[config.mk]
export PLATFORM = sky130hd
export DESIGN_NAME = multicycle_ctrl_flat
export DESIGN_NICKNAME = d
export VERILOG_FILES = /design/src/rtl/multicycle_ctrl_pkg.sv /design/src/rtl/multicycle_ctrl_if.sv /design/src/rtl/multicycle_ctrl_mem_wait_timer.sv /design/src/rtl/multicycle_ctrl.sv /design/src/flat_wrapper.sv
export SDC_FILE = /design/constraint.sdc
export NUM_CORES = 1
export LEC_CHECK = 0
export CAP_MARGIN = 20
export CELL_PAD_IN_SITES_DETAIL_PLACEMENT = 0
export CELL_PAD_IN_SITES_GLOBAL_PLACEMENT = 1
export CORE_MARGIN = 2
export CORE_UTILIZATION = 36
export DETAILED_ROUTE_END_ITERATION = 7
export MAX_ROUTING_LAYER = met4
export PLACE_DENSITY = 0.85
export SYNTH_ARGS = -nofsm -noshare
export SYNTH_HDL_FRONTEND = slang
export SYNTH_HIERARCHICAL = 1
export SYNTH_SLANG_ARGS = --single-unit
[constraint.sdc]
create_clock -name clk -period 3.9 [get_ports clk]
set_clock_uncertainty 0.05 [all_clocks]
set_input_delay 0.39 -clock clk [delete_from_list [all_inputs] [get_ports clk]]
set_output_delay 0.39 -clock clk [all_outputs]
set_load 0.005 [all_outputs]
[src/rtl/multicycle_ctrl_pkg.sv]
// Shared types for the multi-cycle MIPS control unit.
// State encoding and datapath select codes.
package multicycle_ctrl_pkg;

    typedef enum logic [3:0] {
        FETCH,
        DECODE,
        EX_R,
        WB_R,
        EX_I,
        WB_I,
        MADDR,
        MRD,
        MWB,
        MWR,
        BRANCH,
        JUMP,
        JAL,
        JR
    } state_e;

    typedef enum logic [1:0] {
        ALU_ADD   = 2'b00,
        ALU_SUB   = 2'b01,
        ALU_FUNCT = 2'b10,
        ALU_AND   = 2'b11
    } alu_op_e;

    typedef enum logic [1:0] {
        PC_ALU    = 2'b00,
        PC_ALUOUT = 2'b01,
        PC_JUMP   = 2'b10,
        PC_RS     = 2'b11
    } pc_src_e;

    typedef enum logic [1:0] {
        RD_RT = 2'b00,
        RD_RD = 2'b01,
        RD_RA = 2'b10
    } reg_dst_e;

    typedef enum logic [1:0] {
        SRCB_RT     = 2'b00,
        SRCB_FOUR   = 2'b01,
        SRCB_IMM    = 2'b10,
        SRCB_IMM_SH = 2'b11
    } alu_src_b_e;

endpackage

[src/rtl/multicycle_ctrl_if.sv]
// Control bundle between the control FSM (master) and the datapath (slave).
// Carries decoded flags and status in, selects and strobes out.
interface multicycle_ctrl_if;
    import multicycle_ctrl_pkg::*;

    logic       RT, addi, andi, lw, sw, j, jal, jr, beq, bne;
    logic       zero;
    logic       mem_ready;

    logic       pc_write;
    logic       ir_write;
    logic       iord;
    logic       mem_read;
    logic       mem_write;
    reg_dst_e   RegDst;
    logic       RegWrite;
    logic       ALUSrcA;
    alu_src_b_e ALUSrcB;
    alu_op_e    ALUOp;
    logic       MemToReg;
    logic       WDInp;
    pc_src_e    PCSrc;
    logic       instr_done;
    logic       mem_err;
    logic       illegal;

    modport master (
        input  RT, addi, andi, lw, sw, j, jal, jr, beq, bne,
        input  zero, mem_ready,
        output pc_write, ir_write, iord, mem_read, mem_write,
        output RegDst, RegWrite, ALUSrcA, ALUSrcB, ALUOp,
        output MemToReg, WDInp, PCSrc,
        output instr_done, mem_err, illegal
    );

    modport slave (
        output RT, addi, andi, lw, sw, j, jal, jr, beq, bne,
        output zero, mem_ready,
        input  pc_write, ir_write, iord, mem_read, mem_write,
        input  RegDst, RegWrite, ALUSrcA, ALUSrcB, ALUOp,
        input  MemToReg, WDInp, PCSrc,
        input  instr_done, mem_err, illegal
    );

endinterface

[src/rtl/multicycle_ctrl_mem_wait_timer.sv]
// Counts cycles spent waiting on memory and flags a timeout.
// TIMEOUT of 0 disables the timeout.
module multicycle_ctrl_mem_wait_timer #(
    parameter int TIMEOUT = 16,
    parameter int TO_W    = 8
) (
    input  logic clk,
    input  logic rst,
    input  logic busy,
    input  logic mem_ready,
    output logic timeout
);

    logic [TO_W-1:0] cnt;
    logic            waiting;

    assign waiting = busy & ~mem_ready;

    generate
        if (TIMEOUT == 0) begin : g_off
            assign timeout = 1'b0;
        end else begin : g_on
            localparam logic [TO_W-1:0] LAST = TO_W'(TIMEOUT - 1);
            assign timeout = waiting & (cnt == LAST);
        end
    endgenerate

    // A memory state is only left on mem_ready or timeout, so clearing
    // on those also clears on every state change.
    always_ff @(posedge clk or negedge rst) begin
        if (!rst) begin
            cnt <= '0;
        end else if (waiting && !timeout) begin
            cnt <= cnt + 1'b1;
        end else begin
            cnt <= '0;
        end
    end

endmodule

[src/rtl/multicycle_ctrl.sv]
// Moore control FSM for the shared multi-cycle MIPS datapath.
// Sequences R, I, load/store, branch and jump instructions.
module multicycle_ctrl
    import multicycle_ctrl_pkg::*;
#(
    parameter int TIMEOUT = 16,
    parameter int TO_W    = 8
) (
    input logic               clk,
    input logic               rst,
    multicycle_ctrl_if.master bus
);

    state_e     state, nxt;
    logic       busy, timeout;
    logic       pc_wr, ir_wr, mrd, mwr, reg_wr;
    logic       done, err, ill;
    logic       iord, src_a, to_reg, wd_inp;
    reg_dst_e   dst;
    alu_src_b_e src_b;
    alu_op_e    op;
    pc_src_e    pc_src;

    assign busy = (state == FETCH) || (state == MRD) || (state == MWR);

    multicycle_ctrl_mem_wait_timer #(
        .TIMEOUT(TIMEOUT),
        .TO_W   (TO_W)
    ) u_timer (
        .clk      (clk),
        .rst      (rst),
        .busy     (busy),
        .mem_ready(bus.mem_ready),
        .timeout  (timeout)
    );

    always_comb begin
        nxt    = state;
        pc_wr  = 1'b0;
        ir_wr  = 1'b0;
        mrd    = 1'b0;
        mwr    = 1'b0;
        reg_wr = 1'b0;
        done   = 1'b0;
        err    = 1'b0;
        ill    = 1'b0;
        iord   = 1'b0;
        src_a  = 1'b0;
        to_reg = 1'b0;
        wd_inp = 1'b0;
        dst    = RD_RT;
        src_b  = SRCB_RT;
        op     = ALU_ADD;
        pc_src = PC_ALU;
        unique case (state)
            FETCH: begin
                mrd   = 1'b1;
                src_b = SRCB_FOUR;
                if (bus.mem_ready) begin
                    ir_wr = 1'b1;
                    pc_wr = 1'b1;
                    nxt   = DECODE;
                end else if (timeout) begin
                    err = 1'b1;
                end
            end
            DECODE: begin
                src_b = SRCB_IMM_SH;
                if (bus.RT)                     nxt = EX_R;
                else if (bus.addi || bus.andi)  nxt = EX_I;
                else if (bus.lw || bus.sw)      nxt = MADDR;
                else if (bus.j)                 nxt = JUMP;
                else if (bus.jal)               nxt = JAL;
                else if (bus.jr)                nxt = JR;
                else if (bus.beq || bus.bne)    nxt = BRANCH;
                else begin
                    ill = 1'b1;
                    nxt = FETCH;
                end
            end
            EX_R: begin
                src_a = 1'b1;
                op    = ALU_FUNCT;
                nxt   = WB_R;
            end
            WB_R: begin
                dst    = RD_RD;
                reg_wr = 1'b1;
                done   = 1'b1;
                nxt    = FETCH;
            end
            EX_I: begin
                src_a = 1'b1;
                src_b = SRCB_IMM;
                op    = bus.addi ? ALU_ADD : ALU_AND;
                nxt   = WB_I;
            end
            WB_I: begin
                reg_wr = 1'b1;
                done   = 1'b1;
                nxt    = FETCH;
            end
            MADDR: begin
                src_a = 1'b1;
                src_b = SRCB_IMM;
                nxt   = bus.lw ? MRD : MWR;
            end
            MRD: begin
                mrd  = 1'b1;
                iord = 1'b1;
                if (bus.mem_ready) begin
                    nxt = MWB;
                end else if (timeout) begin
                    err = 1'b1;
                    nxt = FETCH;
                end
            end
            MWB: begin
                reg_wr = 1'b1;
                to_reg = 1'b1;
                done   = 1'b1;
                nxt    = FETCH;
            end
            MWR: begin
                mwr  = 1'b1;
                iord = 1'b1;
                if (bus.mem_ready) begin
                    done = 1'b1;
                    nxt  = FETCH;
                end else if (timeout) begin
                    err = 1'b1;
                    nxt = FETCH;
                end
            end
            BRANCH: begin
                src_a  = 1'b1;
                op     = ALU_SUB;
                pc_src = PC_ALUOUT;
                pc_wr  = (bus.beq & bus.zero) | (bus.bne & ~bus.zero);
                done   = 1'b1;
                nxt    = FETCH;
            end
            JUMP: begin
                pc_src = PC_JUMP;
                pc_wr  = 1'b1;
                done   = 1'b1;
                nxt    = FETCH;
            end
            JAL: begin
                pc_src = PC_JUMP;
                pc_wr  = 1'b1;
                dst    = RD_RA;
                reg_wr = 1'b1;
                wd_inp = 1'b1;
                done   = 1'b1;
                nxt    = FETCH;
            end
            JR: begin
                pc_src = PC_RS;
                pc_wr  = 1'b1;
                done   = 1'b1;
                nxt    = FETCH;
            end
            default: nxt = FETCH;
        endcase
    end

    always_ff @(posedge clk or negedge rst) begin
        if (!rst) state <= FETCH;
        else      state <= nxt;
    end

    // Reset already forces FETCH; masking strobes keeps its mem_read quiet.
    assign bus.pc_write   = rst & pc_wr;
    assign bus.ir_write   = rst & ir_wr;
    assign bus.mem_read   = rst & mrd;
    assign bus.mem_write  = rst & mwr;
    assign bus.RegWrite   = rst & reg_wr;
    assign bus.instr_done = rst & done;
    assign bus.mem_err    = rst & err;
    assign bus.illegal    = rst & ill;
    assign bus.iord       = iord;
    assign bus.ALUSrcA    = src_a;
    assign bus.ALUSrcB    = src_b;
    assign bus.ALUOp      = op;
    assign bus.RegDst     = dst;
    assign bus.MemToReg   = to_reg;
    assign bus.WDInp      = wd_inp;
    assign bus.PCSrc      = pc_src;

endmodule

[src/flat_wrapper.sv]
// flat-port wrapper written by rule: the top's interface ports become plain ports
module multicycle_ctrl_flat import multicycle_ctrl_pkg::*;
#(
    parameter int TIMEOUT = 16,
    parameter int TO_W    = 8
)
  (clk, rst, bus_RT, bus_addi, bus_andi, bus_lw, bus_sw, bus_j, bus_jal, bus_jr, bus_beq, bus_bne, bus_zero, bus_mem_ready, bus_pc_write, bus_ir_write, bus_iord, bus_mem_read, bus_mem_write, bus_RegDst, bus_RegWrite, bus_ALUSrcA, bus_ALUSrcB, bus_ALUOp, bus_MemToReg, bus_WDInp, bus_PCSrc, bus_instr_done, bus_mem_err, bus_illegal);
  multicycle_ctrl_if bus_i ();
  input logic clk;
  input logic rst;
  input wire logic [$bits(bus_i.RT)-1:0] bus_RT;
  input wire logic [$bits(bus_i.addi)-1:0] bus_addi;
  input wire logic [$bits(bus_i.andi)-1:0] bus_andi;
  input wire logic [$bits(bus_i.lw)-1:0] bus_lw;
  input wire logic [$bits(bus_i.sw)-1:0] bus_sw;
  input wire logic [$bits(bus_i.j)-1:0] bus_j;
  input wire logic [$bits(bus_i.jal)-1:0] bus_jal;
  input wire logic [$bits(bus_i.jr)-1:0] bus_jr;
  input wire logic [$bits(bus_i.beq)-1:0] bus_beq;
  input wire logic [$bits(bus_i.bne)-1:0] bus_bne;
  input wire logic [$bits(bus_i.zero)-1:0] bus_zero;
  input wire logic [$bits(bus_i.mem_ready)-1:0] bus_mem_ready;
  output wire logic [$bits(bus_i.pc_write)-1:0] bus_pc_write;
  output wire logic [$bits(bus_i.ir_write)-1:0] bus_ir_write;
  output wire logic [$bits(bus_i.iord)-1:0] bus_iord;
  output wire logic [$bits(bus_i.mem_read)-1:0] bus_mem_read;
  output wire logic [$bits(bus_i.mem_write)-1:0] bus_mem_write;
  output wire logic [$bits(bus_i.RegDst)-1:0] bus_RegDst;
  output wire logic [$bits(bus_i.RegWrite)-1:0] bus_RegWrite;
  output wire logic [$bits(bus_i.ALUSrcA)-1:0] bus_ALUSrcA;
  output wire logic [$bits(bus_i.ALUSrcB)-1:0] bus_ALUSrcB;
  output wire logic [$bits(bus_i.ALUOp)-1:0] bus_ALUOp;
  output wire logic [$bits(bus_i.MemToReg)-1:0] bus_MemToReg;
  output wire logic [$bits(bus_i.WDInp)-1:0] bus_WDInp;
  output wire logic [$bits(bus_i.PCSrc)-1:0] bus_PCSrc;
  output wire logic [$bits(bus_i.instr_done)-1:0] bus_instr_done;
  output wire logic [$bits(bus_i.mem_err)-1:0] bus_mem_err;
  output wire logic [$bits(bus_i.illegal)-1:0] bus_illegal;
  assign bus_i.RT = bus_RT;
  assign bus_i.addi = bus_addi;
  assign bus_i.andi = bus_andi;
  assign bus_i.lw = bus_lw;
  assign bus_i.sw = bus_sw;
  assign bus_i.j = bus_j;
  assign bus_i.jal = bus_jal;
  assign bus_i.jr = bus_jr;
  assign bus_i.beq = bus_beq;
  assign bus_i.bne = bus_bne;
  assign bus_i.zero = bus_zero;
  assign bus_i.mem_ready = bus_mem_ready;
  assign bus_pc_write = bus_i.pc_write;
  assign bus_ir_write = bus_i.ir_write;
  assign bus_iord = bus_i.iord;
  assign bus_mem_read = bus_i.mem_read;
  assign bus_mem_write = bus_i.mem_write;
  assign bus_RegDst = bus_i.RegDst;
  assign bus_RegWrite = bus_i.RegWrite;
  assign bus_ALUSrcA = bus_i.ALUSrcA;
  assign bus_ALUSrcB = bus_i.ALUSrcB;
  assign bus_ALUOp = bus_i.ALUOp;
  assign bus_MemToReg = bus_i.MemToReg;
  assign bus_WDInp = bus_i.WDInp;
  assign bus_PCSrc = bus_i.PCSrc;
  assign bus_instr_done = bus_i.instr_done;
  assign bus_mem_err = bus_i.mem_err;
  assign bus_illegal = bus_i.illegal;
  multicycle_ctrl #(.TIMEOUT(TIMEOUT), .TO_W(TO_W)) u_core (.clk(clk), .rst(rst), .bus(bus_i));
endmodule
==> metrics.cfg, run 1 <==
[layout]
n_antenna_cell=0
final_cells=208
drive_above_1_share_pct=10.3
design_area_um2=1470
layout.nets=191
syn2layout_area_growth_pct=32.4
nFillCells=313

[setup_path]
r2r_cells=7
r2r_start=u_core/state[1]$_DFFE_PN0P_
critPathLaunchType=register
r2r_setup_slack_ns=1.43
path_delay_family=simple AND/OR/NAND/NOR gates
crit_type=register to primary output
endpoint_kind=primary output
required_ns=3.46
critPathSlowestCell=dfrtp_1
max_stage_delay_ns=0.86
worst_ep_arrival_time_ns=2.81
crit_chain=and2_4, a32o_2, nand2b_1, nor3b_1, and4b_1, clkdlybuf4s50_1
path_depth=6
cp.buffers_inverters=1
path_max_fanout=26
cp-startpoint=u_core/state[1]$_DFFE_PN0P_

[routing]
vias=1175
totalWireLength_um=2920
post-route-drc-count=0
vias_per_cell=5.65
post_drt_wl_per_cell_um=14.0
detail_route.first_pass.iterations=4
drtIter0Drc=58
final_antenna_net_count=0

[pwr]
p_comb_share_pct=61.0
power_leakage_nw=0.560
p_seq_share_pct=25.9
swShare_pct=42.8
intPower_uw=422
p_sw_uw=316
finalPower_uw=738
ir_drop_mv=0.245
power.share.clock_pct=13.1
powerDensity_nw_per_um2=501

[cts]
cts_setup_buffers=0
ctsHtreeMaxLevel=1
clock-sinks=12
cts_resized=0
clk_pin_slew_ns=0.08
clock_path_buffers=2
cts_tree=built
ctsHoldBuffers=0
cts_buffers=3
insertion_delay_ns=0.27
root_buffer=clkbuf_4

[floorplan]
dieArea_um2=3550
rows=20
ios=34
dieHeight_um=59.6
core_area_um2=3000
start_util_pct=37.0
dieWidth_um=59.6

[grt]
grt_max_degree=27
grt_use_met3_pct=1.75
grt-ovfl-total=0
grt_pass1_vias=1089
use_met1_pct=23.3
grt_usage_pct=18.1
busiest_layer=met2
grt_antenna_before_repair=0
grt_pass1_wl_um=4880
met2_usage_pct=29.2

[placed_design]
dpl_cell_area_um2=1440
pre_cts_ws_ns=0.973
gp_congestion=0.873
dp_cells=204
port-buffer-count=33
hpwl_um=2160

[sta]
fmax_ghz=0.307
setup_viol=0
slew_headroom_pct=47.4
tns_ns=0
finalHoldViolations=0
period_share_pct=83.4
drv_slew=0
setup_ws_ns=0.646
post-route-min-period_ns=3.25
worstMarginPinSlew_ns=0.789
rsz0062_at_grt=no

[logic_synthesis]
yosysTopAreaCell=dfrtp_1
async_reset_ff_share_pct=100
synth-edff-count=0
synth_area_per_cell_um2=7.72
yosysTopAreaCellShare_pct=27.0
ys_warn_count=6
synth_ff_type=dfrtp_1
syn_inst=144
yosysSeqAreaShare_pct=27.0
yosys-top-cells-area=dfrtp_1, a21oi_1, nor2_1
ys_types=43
synth_fp_nets=159
syn_area_um2=1110
ys_seq_elements=12

[status]
status=finished, final reports clean

[worst_hold_path]
hp-class=primary input to async pin

[job]
maxCapViolCount=0

[placed cells by master, fill, tap and decap left out, drive strengths merged]
| cell | netlist | routed |
|---|---|---|
| nor4b | 1 | 1 |
| nor2b | 6 | 6 |
| nor3b | 3 | 3 |
| a32o | 1 | 1 |
| nand3 | 3 | 3 |
| nor4 | 3 | 3 |
| or3 | 4 | 4 |
| dfrtp | 12 | 12 |
| ha | 1 | 1 |
| and4b | 2 | 2 |
| inv | 4 | 4 |
| a22o | 1 | 1 |
| o22ai | 1 | 1 |
| a211oi | 2 | 2 |
| nand2 | 14 | 14 |
| a311oi | 1 | 1 |
| a41o | 1 | 1 |
| mux2i | 2 | 2 |
| o211a | 1 | 1 |
| nor3 | 7 | 7 |
| o31ai | 1 | 1 |
| xnor2 | 1 | 1 |
| nor2 | 18 | 18 |
| o211ai | 3 | 3 |
| a32oi | 2 | 2 |
| o32ai | 1 | 1 |
| nand4 | 1 | 1 |
| o21a | 3 | 3 |
| and2 | 3 | 3 |
| nand2b | 5 | 5 |
| o21ai | 8 | 8 |
| clkbuf | 0 | 4 |
| a31oi | 2 | 2 |
| and3 | 4 | 4 |
| clkdlybuf4s50 | 0 | 33 |
| buf | 9 | 3 |
| a21oi | 13 | 13 |
[cell type report]
cell class,instances,area [um^2],share of cell area [%]
multi-input combinational,119,726,49.3
timing repair buffer,36,353,24.0
sequential,12,300,20.4
tap,33,41.3,2.81
clock buffer,4,36.3,2.47
inverter,4,15.0,1.02
[cell usage after synthesis (3+ instances only)]
cell	n
o211ai_1	3
o21ai_0	7
and3_1	4
nand2_1	13
o21a_1	3
buf_2	5
dfrtp_1	12
buf_6	4
nor2_1	16
or3_1	4
inv_1	4
a21oi_1	12
nor3_1	7
nand3_1	3
nor2b_1	3
nand2b_1	5
nor2b_2	3
nor3b_1	3
[worst reg2reg max path: cells and delay by family, from the launching register on]
family / cells / cell delay [ns]
and+or+nand+nor: 4 / 0.96
DFF: 1 / 0.86
AOI/OAI and AO/OA: 3 / 0.47
[through the flow]
stage | util [%] | hold WS (ns)
after floorplan | - | 0.0444
after global placement | 47.8 | 0.440
after detailed placement | 47.8 | 0.440
after CTS | 49.0 | 0.394
after global routing | 49.0 | 0.423
final | 49.0 | 0.388
[power groups by stage]
| stage | clock, mW | combinational [mW] | sequential [mW] |
|---|---|---|---|
| 6_report | 0.0969 | 0.450 | 0.191 |
| 5_1_grt | 0.105 | 0.503 | 0.198 |
| 4_1_cts | 0.100 | 0.451 | 0.190 |
| 3_5_place_dp | 0 | 0.449 | 0.193 |
| 3_3_place_gp | 0 | 0.448 | 0.190 |
| 2_1_floorplan | 0 | 0.335 | 0.162 |
[flip-flops by register name (all words and copies together), names as in the netlist]
name / cells
u_core/state: 4
u_core/u_timer/cnt: 8
[final timing paths]
path | to
max | bus_mem_err
min | u_core/u_timer/cnt[3]$_DFF_PN0_
max reg2reg | u_core/state[0]$_DFFE_PN0P_
min reg2reg | u_core/u_timer/cnt[0]$_DFF_PN0_
max in group asynchronous | u_core/state[3]$_DFFE_PN0P_
min in group clk | u_core/u_timer/cnt[0]$_DFF_PN0_
[kinds of logic after synthesis]
| group | after synthesis | synth area share, % |
|---|---|---|
| buf+inv | 13 | 7.66 |
| compound gates | 41 | 24.4 |
| simple gates | 74 | 37.2 |
| fa+ha+maj | 1 | 1.13 |
| xor+xnor | 1 | 0.788 |
| flops | 12 | 27.0 |
| mux | 2 | 1.80 |
[per-layer routing]
metal	share of wire, %	up-vias
li1	-	592
met1	45	545
met2	49	32
met3	4.3	6
met4	1.3	0
met5	0	-
Power figures use the tool's default switching activity.
==> inputs of run 2 (changes only) <==
--- a/config.mk
+++ b/config.mk
@@ -9,10 +9,10 @@
 export CELL_PAD_IN_SITES_DETAIL_PLACEMENT = 0
 export CELL_PAD_IN_SITES_GLOBAL_PLACEMENT = 1
 export CORE_MARGIN = 2
-export CORE_UTILIZATION = 36
+export CORE_UTILIZATION = 33
 export DETAILED_ROUTE_END_ITERATION = 7
 export MAX_ROUTING_LAYER = met4
-export PLACE_DENSITY = 0.85
+export PLACE_DENSITY = 0.79
 export SYNTH_ARGS = -nofsm -noshare
 export SYNTH_HDL_FRONTEND = slang
 export SYNTH_HIERARCHICAL = 1
==> constraint.sdc (replaced) <==
create_clock -name clk -period 3.15 [get_ports clk]
set_clock_uncertainty 0.05 [all_clocks]
set_input_delay 0.315 -clock clk [delete_from_list [all_inputs] [get_ports clk]]
set_output_delay 0.315 -clock clk [all_outputs]
set_load 0.005 [all_outputs]
==> run 2 against run 1 <==
Effect of this change: via count shrank 0.34%; largest cell class unchanged; critical path type unchanged; non-clock buffer count grew 3; power grew 25%.
==> metrics.cfg, run 2 (synthesis gave the netlist of run 1 again) <==
[status]
status=finished, final reports clean  ; unchanged

[layout]
final_cell_mix=clkdlybuf4s50_1, nor2_1, nand2_1  ; unchanged
final_common_cell=clkdlybuf4s50_1  ; unchanged
layout.nets=194  ; was 191
largest-register=u_core/u_timer/cnt  ; unchanged
largest_reg_flops=8  ; unchanged
utilization_pct=46.1  ; was 49.0%
design_area_um2=1510  ; was 1470 um^2
drive_above_1_share_pct=12.9  ; was 10.3%
nFillCells=329  ; was 313
n_antenna_cell=0  ; unchanged
syn2layout_area_growth_pct=36.1  ; was 32.4%
largestRegisters=u_core/u_timer/cnt x8, u_core/state x4  ; unchanged

[sta]
worstMarginPinSlew_ns=0.595  ; was 0.789 ns
rsz0062_at_grt=no  ; unchanged
period_share_pct=92.8
setup_ws_ns=0.227  ; was 0.646 ns
post-route-min-period_ns=2.92
fmax_ghz=0.342
slew_headroom_pct=59.9  ; was 47.4%
finalHoldViolations=0  ; unchanged
setup_viol=0  ; unchanged
tns_ns=0  ; unchanged
drv_slew=0  ; unchanged

[grt]
grt_max_degree=17  ; was 27
grt-ovfl-total=0  ; unchanged
grt_usage_pct=17.3  ; was 18.1%
grt_antenna_before_repair=0  ; unchanged
grt_pass1_vias=1067  ; was 1089
grt_pass1_wl_um=4770  ; was 4880 um

[setup_path]
critPathSlowestCell=dfrtp_2  ; was dfrtp_1
critPathLaunchType=register  ; unchanged
required_ns=2.78  ; was 3.46 ns
crit_type=register to primary output  ; unchanged
crit_chain=nor2b_2, and2_4, a32o_2, nand2b_1, nor3b_1, and4b_1, clkdlybuf4s50_1  ; was and2_4, a32o_2, nand2b_1, nor3b_1, and4b_1, clkdlybuf4s50_1
cp.buffers_inverters=1  ; unchanged
max_stage_delay_ns=0.51  ; was 0.86 ns
endpoint_kind=primary output  ; unchanged
path_delay_family=simple AND/OR/NAND/NOR gates  ; unchanged
worst_ep_arrival_time_ns=2.56  ; was 2.81 ns
path_max_fanout=14  ; was 26

[cts]
insertion_delay_ns=0.27  ; about the same
clock_path_buffers=2  ; unchanged
ctsHtreeMaxLevel=1  ; unchanged
ctsHoldBuffers=0  ; unchanged
root_buffer=clkbuf_4  ; unchanged
cts_tree=built  ; unchanged
clk_pin_slew_ns=0.07  ; was 0.08 ns
cts_buffers=3  ; unchanged
clock-sinks=12  ; unchanged

[routing]
totalWireLength_um=3000  ; was 2920 um
drtIter0Drc=82  ; was 58
post_drt_wl_per_cell_um=13.4  ; was 14.0 um
final_antenna_net_count=0  ; unchanged
detail_route.first_pass.iterations=4  ; unchanged
vias=1171  ; was 1175
post-route-drc-count=0  ; unchanged
vias_per_cell=5.23  ; was 5.65

[placed_design]
gp_congestion=0.861  ; was 0.873
port-buffer-count=33  ; unchanged
dpl_cell_area_um2=1470  ; was 1440 um^2
hpwl_um=2310  ; was 2160 um
pre_cts_ws_ns=0.434  ; was 0.973 ns

[pwr]
power_leakage_nw=0.572  ; was 0.560 nW
ir_drop_mv=0.341  ; was 0.245 mV
powerDensity_nw_per_um2=608  ; was 501 nW/um^2

[floorplan]
start_util_pct=33.8  ; was 37.0%
dieArea_um2=3850  ; was 3550 um^2
core_area_um2=3280  ; was 3000 um^2
rows=21  ; was 20
dieHeight_um=62.0  ; was 59.6 um
ios=34  ; unchanged
dieWidth_um=62.0  ; was 59.6 um

[worst_hold_path]
hp-class=register to register  ; was primary input to async pin

[job]
maxCapViolCount=0  ; unchanged

## run 2: cell types whose count changed in the layout (fill, tap and decap cells not counted), sizes merged
cell and change:
buf +3
## run 2: per-stage QoR
stage	power (mW)	std cells	hold slack (ns)
after floorplan	0.615	144	-0.0306
after global placement	0.798	220	0.440
after detailed placement	0.799	220	0.447
after CTS	0.922	224	0.458
after global routing	1.00	224	0.509
final	0.919	224	0.453
## run 2: cell type report
| type | instances | area (um^2) | share of cell area, % |
|---|---|---|---|
| multi-input combinational | 119 | 726 | 48.0 |
| timing repair buffer | 39 | 375 | 24.8 |
| sequential | 12 | 303 | 20.0 |
| tap | 46 | 57.6 | 3.80 |
| clock buffer | 4 | 36.3 | 2.40 |
| inverter | 4 | 15.0 | 0.993 |
## run 2: repair_timing
action | CTS | global route
endpoints found under the setup margin | 0 | 1
buffers inserted | 0 | 0
resized for setup | 0 | 2
endpoints found under the hold margin | 0 | 0
## run 2: worst reg2reg max path, delay by kind of cell, from the launching register on
family | cells | cell delay [ns]
simple gates | 5 | 1.08
flops | 1 | 0.51
compound gates | 3 | 0.45
## run 2: final timing paths
path                                                 start                               to  slack, ns  depth (start not counted)
setup / recovery               u_core/state[3]$_DFFE_PN0P_                      bus_mem_err       0.23                          7
hold / removal             u_core/u_timer/cnt[0]$_DFF_PN0_  u_core/u_timer/cnt[0]$_DFF_PN0_       0.45                          1
setup reg to reg               u_core/state[3]$_DFFE_PN0P_      u_core/state[3]$_DFFE_PN0P_       0.94                          8
hold reg to reg            u_core/u_timer/cnt[0]$_DFF_PN0_  u_core/u_timer/cnt[0]$_DFF_PN0_       0.45                          1
max in group asynchronous                              rst  u_core/u_timer/cnt[4]$_DFF_PN0_       2.28                          2
min in group asynchronous                              rst      u_core/state[2]$_DFFE_PN0P_       0.62                          2
## run 2: layer usage
layer	vias to the layer above	routed length [um]	GRT usage (%)
li1	601	-	-
met3	2	136	1.24
met2	35	1470	27.1
met4	0	20	6.38
met1	533	1370	23.3
met5	-	0	-
## run 2: where the power goes
group / internal, mW / switching (mW) / total, mW
sequential: 0.182 / 0.0634 / 0.245
clock: 0.0702 / 0.0496 / 0.120
combinational: 0.280 / 0.273 / 0.554
